`src/rtl/nonce_search_ctrl.sv`:
```
// Purpose: walks a 32-bit nonce range through an external hash core and target checker, stops on the first match or at range end.
// Latency: 4 cycles per nonce plus hash core latency (LAUNCH, WAIT_HASH>=1, CHK_EN, CHK_RES), then one FINISH cycle with done.
// Backpressure: waits indefinitely in WAIT_HASH for hash_done; abort exits to IDLE next cycle. Optional macro NONCE_SEARCH_CONTINUE_EN keeps searching after a match.
module nonce_search_ctrl (
  input  logic         clk,
  input  logic         reset_n,
  input  logic         start,
  input  logic         abort,
  input  logic [31:0]  nonce_start,
  input  logic [31:0]  nonce_end,
  output logic         hash_start,
  output logic [31:0]  hash_nonce,
  input  logic         hash_done,
  input  logic [255:0] hash_value,
  output logic         chk_enable,
  output logic [255:0] chk_hash,
  input  logic         chk_valid,
  output logic         busy,
  output logic         done,
  output logic         found,
  output logic         exhausted,
  output logic [31:0]  found_nonce,
  output logic [255:0] found_hash,
  output logic [32:0]  nonces_tried
);

  typedef enum logic [2:0] {
    IDLE      = 3'd0,
    LAUNCH    = 3'd1,
    WAIT_HASH = 3'd2,
    CHK_EN    = 3'd3,
    CHK_RES   = 3'd4,
    FINISH    = 3'd5
  } state_t;

  state_t      state;
  state_t      state_nxt;
  logic [31:0] cur_nonce;
  logic [31:0] end_reg;
  logic        last_nonce;
  logic        stop_on_match;

  assign last_nonce = (cur_nonce == end_reg);
  assign busy       = (state != IDLE);
  assign hash_nonce = cur_nonce;

`ifdef NONCE_SEARCH_CONTINUE_EN
  // A match never ends the search; only the end of the range or abort does.
  assign stop_on_match = 1'b0;
`else
  assign stop_on_match = chk_valid;
`endif

  // State register.
  always_ff @(posedge clk or negedge reset_n) begin
    if (!reset_n) begin
      state <= IDLE;
    end else begin
      state <= state_nxt;
    end
  end

  // Next-state decode and strobes; abort suppresses any strobe in the cycle it is seen.
  always_comb begin
    state_nxt  = state;
    hash_start = 1'b0;
    chk_enable = 1'b0;
    done       = 1'b0;
    case (state)
      IDLE: begin
        if (start && !abort) begin
          state_nxt = LAUNCH;
        end
      end
      LAUNCH: begin
        hash_start = !abort;
        state_nxt  = WAIT_HASH;
      end
      WAIT_HASH: begin
        if (hash_done) begin
          state_nxt = CHK_EN;
        end
      end
      CHK_EN: begin
        chk_enable = !abort;
        state_nxt  = CHK_RES;
      end
      CHK_RES: begin
        if (stop_on_match || last_nonce) begin
          state_nxt = FINISH;
        end else begin
          state_nxt = LAUNCH;
        end
      end
      FINISH: begin
        done      = !abort;
        state_nxt = IDLE;
      end
      default: begin
        state_nxt = IDLE;
      end
    endcase
    if (abort && (state != IDLE)) begin
      state_nxt = IDLE;
    end
  end

  // Datapath: range registers, captured digest, result flags and nonce counter.
  always_ff @(posedge clk or negedge reset_n) begin
    if (!reset_n) begin
      cur_nonce    <= 32'd0;
      end_reg      <= 32'd0;
      chk_hash     <= 256'd0;
      found        <= 1'b0;
      exhausted    <= 1'b0;
      found_nonce  <= 32'd0;
      found_hash   <= 256'd0;
      nonces_tried <= 33'd0;
    end else begin
      case (state)
        IDLE: begin
          if (start && !abort) begin
            cur_nonce    <= nonce_start;
            end_reg      <= nonce_end;
            found        <= 1'b0;
            exhausted    <= 1'b0;
            nonces_tried <= 33'd0;
          end
        end
        WAIT_HASH: begin
          if (hash_done && !abort) begin
            chk_hash <= hash_value;
          end
        end
        CHK_RES: begin
          if (!abort) begin
            nonces_tried <= nonces_tried + 33'd1;
            if (chk_valid) begin
              found       <= 1'b1;
              found_nonce <= cur_nonce;
              found_hash  <= chk_hash;
            end
            if (!stop_on_match) begin
              if (last_nonce) begin
                exhausted <= 1'b1;
              end else begin
                cur_nonce <= cur_nonce + 32'd1;
              end
            end
          end
        end
        default: begin
        end
      endcase
    end
  end

endmodule

```
`config.mk`:
```
export PLATFORM = sky130hd
export DESIGN_NAME = nonce_search_ctrl
export DESIGN_NICKNAME = d
export VERILOG_FILES = /design/src/rtl/nonce_search_ctrl.sv
export SDC_FILE = /design/constraint.sdc
export NUM_CORES = 1
export LEC_CHECK = 0
export BUFFER_PORTS_ARGS = -buffer_cell sky130_fd_sc_hd__buf_2
export CAP_MARGIN = 10
export CORE_AREA = 5 5 361 363
export CTS_CLUSTER_DIAMETER = 100
export CTS_CLUSTER_SIZE = 12
export DETAILED_ROUTE_END_ITERATION = 7
export DIE_AREA = 0 0 366 368
export GPL_TIMING_DRIVEN = 0
export PLACE_DENSITY_LB_ADDON = 0.25
export SLEW_MARGIN = 10
export SYNTH_ARGS = -nofsm -noshare
export SYNTH_HDL_FRONTEND = slang
export SYNTH_SLANG_ARGS = --single-unit
```
`constraint.sdc`:
```
create_clock -name clk -period 2.8 [get_ports clk]
set_clock_uncertainty 0.05 [all_clocks]
set_input_delay 0.14 -clock clk [delete_from_list [all_inputs] [get_ports clk]]
set_output_delay 0.14 -clock clk [all_outputs]
set_load 0.02 [all_outputs]
```
==> results.sh <==
export IMPL_leakage_nw=19.50
export IMPL_synth_cell_types=63
export IMPL_place_inst=4451
export IMPL_gp_congestion=0.8424
export IMPL_end_kind="flop"
export IMPL_core_um2=126700
export IMPL_ant_nets=0
export IMPL_die_area_um2=134700
export IMPL_cp_start_kind="flop"
export IMPL_clock_path_buffers=3
export IMPL_drcViolationCount=0
export IMPL_dpl_instance_area_um2=32890
export IMPL_powerDensity_nw_per_um2=879.0
export IMPL_cp_max_fo=9
export IMPL_async_flop_share=1.000
export IMPL_instances_no_fill=4873
export IMPL_worst_pin_slew_ns=0.8946
export IMPL_fin_nets=3515
export IMPL_routed_wl_um=110700
export IMPL_top_regs="chk_hash: 256 flops, found_hash: 256 flops, nonces_tried: 33 flops"
export IMPL_hold_violations=0
export IMPL_cts_root_buffer_cell="clkbuf_16"
export IMPL_hold_worst_slack_ns=0.08067
export IMPL_finalPower_mw=33.64
export IMPL_gr_total_overflow=0
export IMPL_ys_seq_elements=646
export IMPL_syn_area_per_cell_um2=14.06
export IMPL_setup_viol=0
export IMPL_start_util=0.2044
export IMPL_timing_final_ws_setup_ns=0.08871
export IMPL_drt_initial_drc_count=1061
export IMPL_cts_buffers=67
export IMPL_tns_ns=0
export IMPL_grt_pass1_vias=21872
export IMPL_reg2regPathDepth=7
export IMPL_htree_levels=3
export IMPL_ys_warn_count=0
export IMPL_track_usage=0.1590
export IMPL_synth_area_um2=25890
export IMPL_synth_fp_nets=2170
export IMPL_dieHeight_um=368
export IMPL_final_util=0.3020
export IMPL_rows=131
export IMPL_dp_slack_ns=-1.103
export IMPL_layout_common_cells="buf_2 (1007), dfrtp_1 (645), mux2_2 (540)"
export IMPL_fmax_mhz=368.8
export IMPL_clk_latency_ns=0.64
export IMPL_r2r_slack_ns=0.09
export IMPL_dp_hpwl_um=85580
export IMPL_stdcell_area_um2=38260
export IMPL_maxCapViolCount=0
export IMPL_cts_tree="built"
export IMPL_worstPathArrival_ns=3.22
export IMPL_portBuffers=939
export IMPL_yosysSeqAreaShare=0.6243
export IMPL_wire_per_inst_um=22.71
export IMPL_io_pins=941
export IMPL_period_share=0.9683
export IMPL_synth_edf_count=0
export IMPL_cp_cell_sequence="xor2_1 > nor4_4 > nand4_4 > or2_1 > buf_6 > o21ai_1 > a22o_1"
export IMPL_fin_crit_ns=2.711
export IMPL_crit_type="reg2reg"
export IMPL_maxSlewViolCount=0
export IMPL_layout_commonest_cell="buf_2"
export IMPL_hp_class="in2async"
export IMPL_area_delta_synth_final_pct=47.78
export IMPL_rsz0062_at_grt="true"
export IMPL_grt_start_max_net_pins=103
export IMPL_grt_pass1_wl_um=159600
export IMPL_drive_above_1_share=0.5283
export IMPL_ys_flop_type="dfrtp_1"
export IMPL_first_pass_iters=7
export IMPL_slew_headroom=0.3981
export IMPL_clock_sinks=646
export IMPL_synth_cells=1842
export IMPL_cpMaxStageDelayCell="dfrtp_1"
export IMPL_outcome="finished, final reports clean"
export IMPL_crit_required_ns=3.31
export IMPL_ir_worst_vdd_uv=472.1
export IMPL_vias_per_cell=4.170
export IMPL_antenna_found_initial=22
export IMPL_clk_pin_slew_worst_paths_ns=0.07
export IMPL_fillers=13118
export IMPL_vias=20319
export IMPL_die_w_um=366
export IMPL_max_stage_delay_ns=0.56
layout make-up:
cell class	instances	area (um2)	share of cell area
Buffer	114	580.6	0.01517
Clock inverter	16	225.2	0.005886
Sequential cell	646	16170	0.4225
Inverter	15	56.30	0.001471
Timing Repair Buffer	1276	8225	0.2150
Antenna cell	10	25.02	0.0006540
Clock buffer	67	1677	0.04382
Tap cell	1662	2079	0.05435
Multi-Input combinational cell	1067	9229	0.2412
final timing paths:
path,start,endpoint
worst max-delay path,hash_nonce[0],hash_nonce[0]
worst min-delay path,reset_n,found_nonce[3]
worst max register to register,hash_nonce[0],hash_nonce[0]
worst min register to register,found,found
max in group asynchronous,reset_n,found_hash[197]
min in group clk,start,nonces_tried[0]
worst max-delay path, delay by kind of cell, from the launching register on:
family                    cells  cell delay, ns
and+or+nand+nor               3            1.01
buffers and inverters         1            0.15
AOI/OAI and AO/OA             2            0.60
DFF                           1            0.56
xor gates and xnor gates      1            0.27
cells by family after synthesis:
logic type / share of synthesized area
and+or+nand+nor: 0.06727
adders and majority gates: 0.0009663
DFF: 0.6243
muxes: 0.2356
AOI/OAI and AO/OA: 0.02750
xor gates and xnor gates: 0.02063
buffers and inverters: 0.02368
cell usage after synthesis (4+ instances only):
| cell | n | area, um2 |
|---|---|---|
| a21oi_1 | 17 | 85.08 |
| a22oi_1 | 8 | 60.06 |
| a31oi_1 | 5 | 31.28 |
| and2_1 | 6 | 37.54 |
| and3_1 | 12 | 75.07 |
| and4_1 | 4 | 35.03 |
| buf_1 | 4 | 15.01 |
| buf_2 | 70 | 350.3 |
| buf_6 | 5 | 56.30 |
| clkbuf_1 | 34 | 127.6 |
| dfrtp_1 | 646 | 16170 |
| inv_1 | 15 | 56.30 |
| mux2_2 | 540 | 6081 |
| nand2_1 | 157 | 589.3 |
| nand3_1 | 32 | 160.2 |
| nand4_1 | 20 | 125.1 |
| nor2_1 | 65 | 244.0 |
| nor3_1 | 25 | 125.1 |
| nor4_1 | 12 | 75.07 |
| nor4_2 | 6 | 75.07 |
| o211ai_1 | 13 | 97.59 |
| o21ai_0 | 13 | 65.06 |
| o311ai_0 | 8 | 70.07 |
| or3_1 | 11 | 68.82 |
| xnor2_1 | 22 | 192.7 |
| xor2_1 | 39 | 341.6 |
layer usage:
| metal | up-vias | global-route usage | share of wire | routed length [um] |
|---|---|---|---|---|
| met3 | 153 | 0.04977 | 0.077 | 8486 |
| met5 | - | 0 | 0 | 0 |
| met4 | 0 | 0.04308 | 0.025 | 2815 |
| li1 | 9177 | - | - | - |
| met1 | 10224 | 0.1936 | 0.41 | 45280 |
| met2 | 765 | 0.2726 | 0.49 | 54070 |
repair_timing:
| item | CTS | global route |
|---|---|---|
| pin swaps | 0 | 3 |
| hold buffers | 326 | 0 |
| setup endpoints to repair | 616 | 62 |
| endpoints found under the hold margin | 518 | 0 |
| resized for setup | 22 | 17 |
| buffers inserted | 0 | 3 |
where the power goes:
group | switching, mW | internal [mW] | total (mW)
logic | 6.61 | 4.24 | 10.9
registers | 2.42 | 11.9 | 14.3
clock network | 4.08 | 4.38 | 8.46
total | 13.1 | 20.5 | 33.6
(Power assumes the default switching activity.)
